[src/rtl/sram_bist_pkg.sv]
// Shared types and constants for the SRAM LFSR BIST: state encoding,
// SRAM geometry, LFSR tap masks and the default seeds.
package sram_bist_pkg;

    localparam int SRAM_ADDR_W = 11;
    localparam int SRAM_DATA_W = 32;

    // Tap masks: address x^11+x^9+1 (bits 10,8); data bits 31,21,1,0
    localparam logic [SRAM_ADDR_W-1:0] ADDR_TAPS = 11'h500;
    localparam logic [SRAM_DATA_W-1:0] DATA_TAPS = 32'h8020_0003;

    localparam logic [SRAM_ADDR_W-1:0] ADDR_SEED_DEF = 11'h5A3;
    localparam logic [SRAM_DATA_W-1:0] DATA_SEED_DEF = 32'hABCD_E123;

    typedef enum logic [2:0] {
        ST_IDLE,
        ST_WRITE,
        ST_READ,
        ST_DRAIN,
        ST_DONE
    } bist_state_e;

endpackage

[src/rtl/lfsr_fib.sv]
// Fibonacci LFSR, left shift with the tap parity entering bit 0.
// load restarts from seed and takes the first step in the same cycle.
module lfsr_fib #(
    parameter int            W        = 11,
    parameter logic [W-1:0]  TAPS     = '0,
    parameter logic [W-1:0]  RST_SEED = '1
) (
    input  logic         clk,
    input  logic         rst,
    input  logic         load,
    input  logic         en,
    input  logic [W-1:0] seed,
    output logic [W-1:0] nxt
);

    logic [W-1:0] q;
    logic [W-1:0] cur;

    // nxt is always the value the next use will see, so callers never
    // present the raw seed.
    assign cur = load ? seed : q;
    assign nxt = {cur[W-2:0], ^(cur & TAPS)};

    always_ff @(posedge clk or posedge rst) begin
        if (rst)
            q <= RST_SEED;
        else if (load || en)
            q <= nxt;
    end

endmodule

[src/rtl/sram_lfsr_bist.sv]
// SRAM BIST initiator: writes N_WORDS LFSR words to LFSR addresses, replays
// the same sequence as reads and compares through a READ_LATENCY pipeline.
module sram_lfsr_bist
    import sram_bist_pkg::*;
#(
    parameter int                ADDR_W       = SRAM_ADDR_W,
    parameter int                DATA_W       = SRAM_DATA_W,
    parameter int                N_WORDS      = 20,
    parameter int                READ_LATENCY = 1,
    parameter logic [ADDR_W-1:0] ADDR_SEED    = ADDR_SEED_DEF,
    parameter logic [DATA_W-1:0] DATA_SEED    = DATA_SEED_DEF
) (
    input  logic              clk,
    input  logic              rst,
    input  logic              start,
    output logic              busy,
    output logic              done,
    output logic              pass,
    output logic [ADDR_W:0]   err_count,
    output logic [ADDR_W-1:0] fail_addr,
    output logic [DATA_W-1:0] fail_exp,
    output logic [DATA_W-1:0] fail_got,
    output logic              mem_we,
    output logic              mem_oe,
    output logic [ADDR_W-1:0] mem_addr,
    output logic [DATA_W-1:0] mem_wdata,
    input  logic [DATA_W-1:0] mem_rdata
);

    localparam int CNT_MAX = (N_WORDS > READ_LATENCY) ? N_WORDS : READ_LATENCY;
    localparam int CNT_W   = $clog2(CNT_MAX) + 1;
    localparam logic [CNT_W-1:0] LAST_WORD  = CNT_W'(N_WORDS - 1);
    localparam logic [CNT_W-1:0] LAST_DRAIN = CNT_W'(READ_LATENCY - 1);

    bist_state_e state, state_d;
    logic [CNT_W-1:0]  cnt, cnt_d;
    logic              busy_d, done_d, pass_d, we_d, oe_d;
    logic [ADDR_W-1:0] addr_d;
    logic [DATA_W-1:0] wdata_d;
    logic              lfsr_load, lfsr_en, push, clear;
    logic [ADDR_W-1:0] a_nxt;
    logic [DATA_W-1:0] d_nxt;

    logic [READ_LATENCY:0]             vld_pipe;
    logic [READ_LATENCY:0][DATA_W-1:0] exp_pipe;
    logic [READ_LATENCY:0][ADDR_W-1:0] addr_pipe;

    logic              mismatch;
    logic [ADDR_W:0]   err_d;
    logic [ADDR_W-1:0] fail_addr_d;
    logic [DATA_W-1:0] fail_exp_d, fail_got_d;

    lfsr_fib #(.W(ADDR_W), .TAPS(ADDR_TAPS), .RST_SEED(ADDR_SEED)) u_addr_lfsr (
        .clk  (clk),
        .rst  (rst),
        .load (lfsr_load),
        .en   (lfsr_en),
        .seed (ADDR_SEED),
        .nxt  (a_nxt)
    );

    lfsr_fib #(.W(DATA_W), .TAPS(DATA_TAPS), .RST_SEED(DATA_SEED)) u_data_lfsr (
        .clk  (clk),
        .rst  (rst),
        .load (lfsr_load),
        .en   (lfsr_en),
        .seed (DATA_SEED),
        .nxt  (d_nxt)
    );

    // All port outputs are registered; this block computes their values for
    // the next cycle, so each LFSR step lands on the bus at the same edge.
    always_comb begin
        state_d   = state;
        cnt_d     = cnt;
        busy_d    = busy;
        done_d    = 1'b0;
        pass_d    = pass;
        we_d      = 1'b0;
        oe_d      = 1'b0;
        addr_d    = mem_addr;
        wdata_d   = mem_wdata;
        lfsr_load = 1'b0;
        lfsr_en   = 1'b0;
        push      = 1'b0;
        clear     = 1'b0;
        case (state)
            ST_IDLE: if (start) begin
                state_d   = ST_WRITE;
                cnt_d     = '0;
                busy_d    = 1'b1;
                pass_d    = 1'b0;
                clear     = 1'b1;
                lfsr_load = 1'b1;
                we_d      = 1'b1;
                addr_d    = a_nxt;
                wdata_d   = d_nxt;
            end
            ST_WRITE: if (cnt == LAST_WORD) begin
                // Re-seed and issue the first read with no bubble
                state_d   = ST_READ;
                cnt_d     = '0;
                lfsr_load = 1'b1;
                oe_d      = 1'b1;
                addr_d    = a_nxt;
                push      = 1'b1;
            end else begin
                cnt_d   = cnt + 1'b1;
                lfsr_en = 1'b1;
                we_d    = 1'b1;
                addr_d  = a_nxt;
                wdata_d = d_nxt;
            end
            ST_READ: begin
                oe_d = 1'b1;
                if (cnt == LAST_WORD) begin
                    state_d = ST_DRAIN;
                    cnt_d   = '0;
                end else begin
                    cnt_d   = cnt + 1'b1;
                    lfsr_en = 1'b1;
                    addr_d  = a_nxt;
                    push    = 1'b1;
                end
            end
            ST_DRAIN: if (cnt == LAST_DRAIN) begin
                state_d = ST_DONE;
                done_d  = 1'b1;
                pass_d  = (err_d == '0);
            end else begin
                cnt_d = cnt + 1'b1;
                oe_d  = 1'b1;
            end
            ST_DONE: begin
                state_d = ST_IDLE;
                busy_d  = 1'b0;
            end
            default: state_d = ST_IDLE;
        endcase
    end

    always_ff @(posedge clk or posedge rst) begin
        if (rst) begin
            state     <= ST_IDLE;
            cnt       <= '0;
            busy      <= 1'b0;
            done      <= 1'b0;
            pass      <= 1'b0;
            mem_we    <= 1'b0;
            mem_oe    <= 1'b0;
            mem_addr  <= '0;
            mem_wdata <= '0;
        end else begin
            state     <= state_d;
            cnt       <= cnt_d;
            busy      <= busy_d;
            done      <= done_d;
            pass      <= pass_d;
            mem_we    <= we_d;
            mem_oe    <= oe_d;
            mem_addr  <= addr_d;
            mem_wdata <= wdata_d;
        end
    end

    // Stage 0 lines up with the address on the bus; stage READ_LATENCY
    // lines up with the returning mem_rdata.
    always_ff @(posedge clk or posedge rst) begin
        if (rst) begin
            vld_pipe  <= '0;
            exp_pipe  <= '0;
            addr_pipe <= '0;
        end else begin
            vld_pipe  <= {vld_pipe[READ_LATENCY-1:0], push};
            exp_pipe  <= {exp_pipe[READ_LATENCY-1:0], d_nxt};
            addr_pipe <= {addr_pipe[READ_LATENCY-1:0], a_nxt};
        end
    end

    always_comb begin
        err_d       = err_count;
        fail_addr_d = fail_addr;
        fail_exp_d  = fail_exp;
        fail_got_d  = fail_got;
        mismatch    = vld_pipe[READ_LATENCY] && (mem_rdata != exp_pipe[READ_LATENCY]);
        if (clear) begin
            err_d       = '0;
            fail_addr_d = '0;
            fail_exp_d  = '0;
            fail_got_d  = '0;
        end else if (mismatch) begin
            if (err_count != '1)
                err_d = err_count + 1'b1;
            if (err_count == '0) begin
                fail_addr_d = addr_pipe[READ_LATENCY];
                fail_exp_d  = exp_pipe[READ_LATENCY];
                fail_got_d  = mem_rdata;
            end
        end
    end

    always_ff @(posedge clk or posedge rst) begin
        if (rst) begin
            err_count <= '0;
            fail_addr <= '0;
            fail_exp  <= '0;
            fail_got  <= '0;
        end else begin
            err_count <= err_d;
            fail_addr <= fail_addr_d;
            fail_exp  <= fail_exp_d;
            fail_got  <= fail_got_d;
        end
    end

endmodule

[config.mk]
export PLATFORM = sky130hd
export DESIGN_NAME = sram_lfsr_bist
export DESIGN_NICKNAME = d
export VERILOG_FILES = /design/src/rtl/sram_bist_pkg.sv /design/src/rtl/lfsr_fib.sv /design/src/rtl/sram_lfsr_bist.sv
export SDC_FILE = /design/constraint.sdc
export NUM_CORES = 1
export LEC_CHECK = 0
export BUFFER_PORTS_ARGS = -buffer_cell sky130_fd_sc_hd__buf_4
export CAP_MARGIN = 20
export CORE_MARGIN = 2
export CORE_UTILIZATION = 50
export DETAILED_ROUTE_END_ITERATION = 7
export PLACE_DENSITY = 0.72
export SLEW_MARGIN = 20
export SYNTH_ARGS = -nofsm -noshare
export SYNTH_HDL_FRONTEND = slang
export SYNTH_HIERARCHICAL = 1
export SYNTH_SLANG_ARGS = --single-unit
[constraint.sdc]
create_clock -name clk -period 9.5 [get_ports clk]
set_input_delay 1.9 -clock clk [delete_from_list [all_inputs] [get_ports clk]]
set_output_delay 1.9 -clock clk [all_outputs]
set_load 0.005 [all_outputs]
==> flow_summary.ini, run 1 <==
[worst_setup_path]
crit_type = in -> reg
end_kind = flip-flop
crit_path_start_kind = primary input
crit_path_max_fanout = 38
arrival_ps = 4750
required_ps = 9950

[clock_tree]
clockBufferDepth = 3
clkTransAtPathRegs_ps = 60
cts_hold_buf = 0
cts_buffers = 28
post-cts-setup-buffers = 0
cts_resized = 0
cts-htree-levels = 1
cts_num_sinks = 275
clockRootBuffer = clkbuf_16
cts_tree = yes
clock_latency_ps = 540

[global_routing]
grt_use_total_pct = 21.43
grt_overflow = 0
antenna_found_initial = 0
grt_first_pass_wirelength_um = 40580
grt_start_max_net_pins = 104
first_global_vias = 7269

[detailed_routing]
wirelength_met1_um = 11920
wl_met2_um = 11730
drc_errors = 0
drt_iter0_drc = 466
wl_per_cell_um = 18.18
top_layer = met4
dr_wl_met3_um = 1305
via_per_inst = 5.232
vias = 7341
drtAntennaViolNets = 0
wl_um = 25500
first_pass_iters = 4

[logic_synthesis]
yosysSeqAreaShare_pct = 61.79
synth_flop_cell = dfrtp_1
synth-edff-count = 0
ys_warn_count = 6
ys_seq_elements = 275
synth_area_per_cell_um2 = 12.45
synth_cell_types = 51
synthArstFlopShare_pct = 100.0
synthCells = 898
syn-cell-area_mm2 = 0.01118

[timing]
tightest_slew_ps = 1103
finClkSkew_ps = 20.22
slew_violations = 0
rsz0062_at_grt = no
finalHoldViolCount = 0
max_slew_margin_pct = 26.45
period_share_pct = 45.26
fin_crit_ps = 4300
fmax_mhz = 232.6
tns_ps = 0
setup_violations = 0

[placement]
port_buffers = 169
gp_congestion = 0.8021
placedCellCount = 1352
hpwl_um = 16950

[layout]
nets = 1141
num_antenna_cells = 0
syn_to_final_growth_pct = 23.44
layoutNonFillerInstCount = 1403
drive_above_1_share_pct = 32.50

[floorplanning]
ios = 170
core_mm2 = 0.02189
fp.dieH_um = 153.6
core.rowCount = 54
die_w_um = 153.6
start_util_pct = 51.09
die-area_mm2 = 0.02358

[power_and_ir_drop]
finalPower_mw = 5.111
leakage_nw = 6.467
vdd_ir_drop_max_uv = 157.6
pwr_density_cell_mw_per_mm2 = 370.2

[worst_hold_path]
min_path_type = reg -> reg

[job]
cap_violations = 0

[run_status]
status = finished, final reports clean
==> cell families (layout without fill, tap and decap cells) <==
group,count (synthesis),count (layout),share of synthesized area [%]
AND/OR/NAND/NOR,262,262,10.50
other,2,47,0.06715
adder cells (fa/ha/maj),4,4,0.4475
XOR/XNOR,48,48,3.759
buffers and inverters,59,239,2.763
flip-flops,275,275,61.79
AO/OA/AOI/OAI,116,116,5.840
multiplexers,132,132,14.83
==> state kept, by name (all words and copies together) (netlist names), 2 cells and up <==
signal	flops
exp_pipe	64
fail_exp	32
fail_got	32
mem_wdata	32
u_data_lfsr/q	32
addr_pipe	22
err_count	12
fail_addr	11
mem_addr	11
u_addr_lfsr/q	11
cnt	6
state	3
vld_pipe	2
==> layout by cell type, fill, tap and decap left out, types with 2 or more instances in the layout <==
cell,Yosys,layout
clkinv_2,0,2
a21oi_1,87,86
inv_1,11,10
o21ai_0,9,9
nand4_1,4,4
clkbuf_16,0,28
or2b_2,2,2
dfstp_2,23,23
a211oi_1,4,4
bufinv_16,0,4
and3_1,5,5
or2_1,4,3
nor3b_1,2,2
nor2b_1,5,5
ha_1,4,4
nand3b_1,2,2
or2_2,5,6
conb_1,2,47
xor2_1,38,38
nor3_1,5,5
nor4_1,10,10
nand2_1,170,170
buf_4,0,177
mux2_2,55,55
mux2i_1,6,6
mux2_1,23,23
o31ai_1,6,5
nand3_1,6,6
o2111ai_1,2,2
xnor2_1,10,10
nor2_4,0,2
nor2_1,29,28
clkbuf_1,24,7
mux2_4,48,48
nor4b_1,3,3
or3_1,2,2
dfrtp_1,252,252
clkbuf_8,1,8
==> final timing paths <==
path / start / end / slack, ps / cells after the start
setup / recovery: mem_rdata[27] / fail_exp[26] / 5200 / 9
hold / removal: exp_pipe[18] / exp_pipe[50] / 350 / 0
setup reg to reg: cnt[0] / u_data_lfsr/q[10] / 5830 / 8
hold reg to reg: exp_pipe[18] / exp_pipe[50] / 350 / 0
max in group asynchronous: rst / exp_pipe[32] / 6590 / 3
min in group asynchronous: rst / u_addr_lfsr/q[2] / 1420 / 2
==> layout make-up <==
type / count / area, um2
fill: 1706 / 8085
sequential: 275 / 6910
multi-input combinational: 609 / 4177
timing repair buffer: 177 / 1329
clock buffer: 43 / 837.1
tap: 280 / 350.3
clock inverter: 8 / 153.9
inverter: 11 / 48.80
==> routing by layer <==
layer  vias up  global-route usage, %
met5         -                      0
met4         0                  6.073
met3        35                  3.354
met2       187                  32.55
met1      3714                  32.33
li1       3405                      -
==> per-stage QoR <==
stage          utilization (%)  hold WS (ps)  setup slack [ps]  instance area (um2)
2_1_floorplan                -         331.2              1239                11350
3_3_place_gp             58.52         331.5              4752                12810
3_5_place_dp             58.54         334.7              4695                12810
4_1_cts                  63.07         345.4              5226                13810
5_1_grt                  63.07         349.1              5042                13810
6_report                 63.07         345.9              5200                13810
==> cell usage after synthesis (3+ instances only) <==
cell type / n / area, um2
dfrtp_1: 252 / 6306
nand2_1: 170 / 638.1
a21oi_1: 87 / 435.4
mux2_2: 55 / 619.3
mux2_4: 48 / 720.7
xor2_1: 38 / 332.8
nor2_1: 29 / 108.9
clkbuf_1: 24 / 90.09
dfstp_2: 23 / 604.3
mux2_1: 23 / 259.0
buf_2: 14 / 70.07
inv_1: 11 / 41.29
nor4_1: 10 / 62.56
xnor2_1: 10 / 87.58
o21ai_0: 9 / 45.04
buf_6: 8 / 90.09
mux2i_1: 6 / 60.06
nand3_1: 6 / 30.03
o31ai_1: 6 / 45.04
and3_1: 5 / 31.28
nor2b_1: 5 / 31.28
nor3_1: 5 / 25.02
or2_2: 5 / 31.28
a211oi_1: 4 / 30.03
ha_1: 4 / 50.05
nand4_1: 4 / 25.02
or2_1: 4 / 25.02
nor4b_1: 3 / 26.28
==> power by group <==
group / leakage, nW / total [mW] / switching, mW / internal [mW]
sequential: 3.36 / 2.09 / 0.331 / 1.76
combinational: 2.62 / 1.86 / 0.817 / 1.04
clock: 0.482 / 1.16 / 0.448 / 0.714
total: 6.47 / 5.11 / 1.60 / 3.52
==> critical path, stage by stage <==
cell	delay (ps)
buf_4	120
xor2_1	190
nor4_1	320
nand4_1	260
or2_1	390
or2b_2	720
buf_4	530
nand2_1	120
a21oi_1	160
Note: power is estimated with default switching activity, not from simulation.
==> run 2, diff against run 1 <==
- clock period: 9.5 -> 4.15 ns (I/O delays scaled with it)
==> flow_summary.ini, run 2 (synthesized netlist as in run 1, its figures left out) <==
[layout]
drive_above_1_share_pct = 33.36
largest_reg_flops = 64
largest-register = exp_pipe
syn_to_final_growth_pct = 24.96
layout_common_cells = dfrtp_1 (252), buf_4 (177), nand2_1 (170), a21oi_1 (87), mux2_2 (55)
fin_area_mm2 = 0.01398
multi_input_comb_area_mm2 = 0.004173
seqCellArea_mm2 = 0.006910
fillers = 1703
final_core_util_pct = 63.84
num_antenna_cells = 0
layoutNonFillerInstCount = 1410
nets = 1147
mostFrequentLayoutCell = dfrtp_1

[placement]
hpwl_um = 17140
placedCellCount = 1357
placedInstanceArea_mm2 = 0.01291
dp_slack_ps = 757.3
port_buffers = 169
gp_congestion = 0.8020

[floorplanning]
die-area_mm2 = 0.02358
ios = 170
fp.dieH_um = 153.6
core.rowCount = 54
core_mm2 = 0.02189
die_w_um = 153.6
start_util_pct = 51.09

[timing]
fmax_mhz = 320.3
setup_violations = 0
period_share_pct = 75.24
rsz0062_at_grt = no
finClkSkew_ps = 12.91
tightest_slew_ps = 826.3
max_slew_margin_pct = 44.91
timing.final.ws_setup_ps = 1027
slew_violations = 0
tns_ps = 0
finalHoldViolCount = 0
fin_crit_ps = 3123

[power_and_ir_drop]
leakage_nw = 6.556
pwr_density_cell_mw_per_mm2 = 854.1
vdd_ir_drop_max_uv = 403.5

[clock_tree]
post-cts-setup-buffers = 0
clockBufferDepth = 3
cts-htree-levels = 1
cts_num_sinks = 275
cts_resized = 0
clockRootBuffer = clkbuf_16
cts_buffers = 29
cts_hold_buf = 0
clock_latency_ps = 540
clkTransAtPathRegs_ps = 60
cts_tree = yes

[worst_setup_path]
max_stage_delay_ps = 700
crit_path_start_kind = flip-flop
end_kind = flip-flop
crit_type = reg -> reg
crit_chain = ha_1 -> nor2b_1 -> and3_1 -> nand2_1 -> o31ai_4 -> buf_12 -> mux2_1 -> mux2_2
crit_path_max_fanout = 22
slowest_stage = o31ai_4
arrival_ps = 3540
required_ps = 4570

[detailed_routing]
wl_per_cell_um = 18.05
first_pass_iters = 4
drt_iter0_drc = 423
vias = 7307
wl_um = 25450
drc_errors = 0
drtAntennaViolNets = 0
via_per_inst = 5.182

[global_routing]
antenna_found_initial = 0
grt_overflow = 0
grt_use_total_pct = 21.72
grt_first_pass_wirelength_um = 41220
grt_start_max_net_pins = 147
first_global_vias = 7544

[run_status]
status = finished, final reports clean

[job]
cap_violations = 0

[worst_hold_path]
min_path_type = in -> async
## run 2: cell count changes in the layout (fill, tap and decap cells not counted), sizes merged
| cell | delta |
|---|---|
| buf | +5 |
| bufinv | +3 |
| clkbuf | -7 |
| clkinv | +5 |
| clkinvlp | +1 |
## run 2: stage by stage
stage	power (mW)	hold slack [ps]
CTS	12.06	330.3
floorplan	7.455	331.2
detailed placement	9.135	334.7
global route	12.64	338.0
finish	11.94	332.8
global placement	9.021	331.2
## run 2: critical path, delay by kind of cell (launching register included)
| kind | cells | cell delay [ps] |
|---|---|---|
| compound gates | 1 | 700 |
| simple gates | 3 | 690 |
| fa+ha+maj | 1 | 200 |
| flops | 1 | 400 |
| buf+inv | 1 | 270 |
| mux | 2 | 750 |
## run 2: final timing paths
path | startpoint | end | slack, ps | cells past startpoint
setup / recovery | cnt[0] | mem_wdata[18] | 1030 | 8
setup reg to reg | cnt[0] | mem_wdata[18] | 1030 | 8
min in group clk | exp_pipe[18] | exp_pipe[50] | 340 | 0
max in group asynchronous | rst | fail_exp[5] | 2650 | 3
hold reg to reg | exp_pipe[18] | exp_pipe[50] | 340 | 0
hold / removal | rst | u_addr_lfsr/q[2] | 330 | 2
## run 2: where the power goes
group	switching, mW	internal (mW)	total (mW)
clock network	1.04	1.80	2.84
logic	1.86	2.42	4.28
registers	0.781	4.04	4.82
total	3.69	8.25	11.9
## run 2: layer usage
metal / share of wire, % / vias up / GRT usage [%]
li1: - / 3415 / -
met1: 45 / 3652 / 31.54
met2: 47 / 212 / 34.69
met3: 5.9 / 28 / 3.918
met4: 1.7 / 0 / 4.631
met5: 0 / - / 0
## run 2: area by class of cell
cell class / instances / share of cell area (%)
multi-input combinational: 609 / 29.86
timing repair buffer: 182 / 10.22
tap: 280 / 2.507
clock inverter: 17 / 1.907
clock buffer: 36 / 5.739
inverter: 11 / 0.3223
sequential: 275 / 49.44
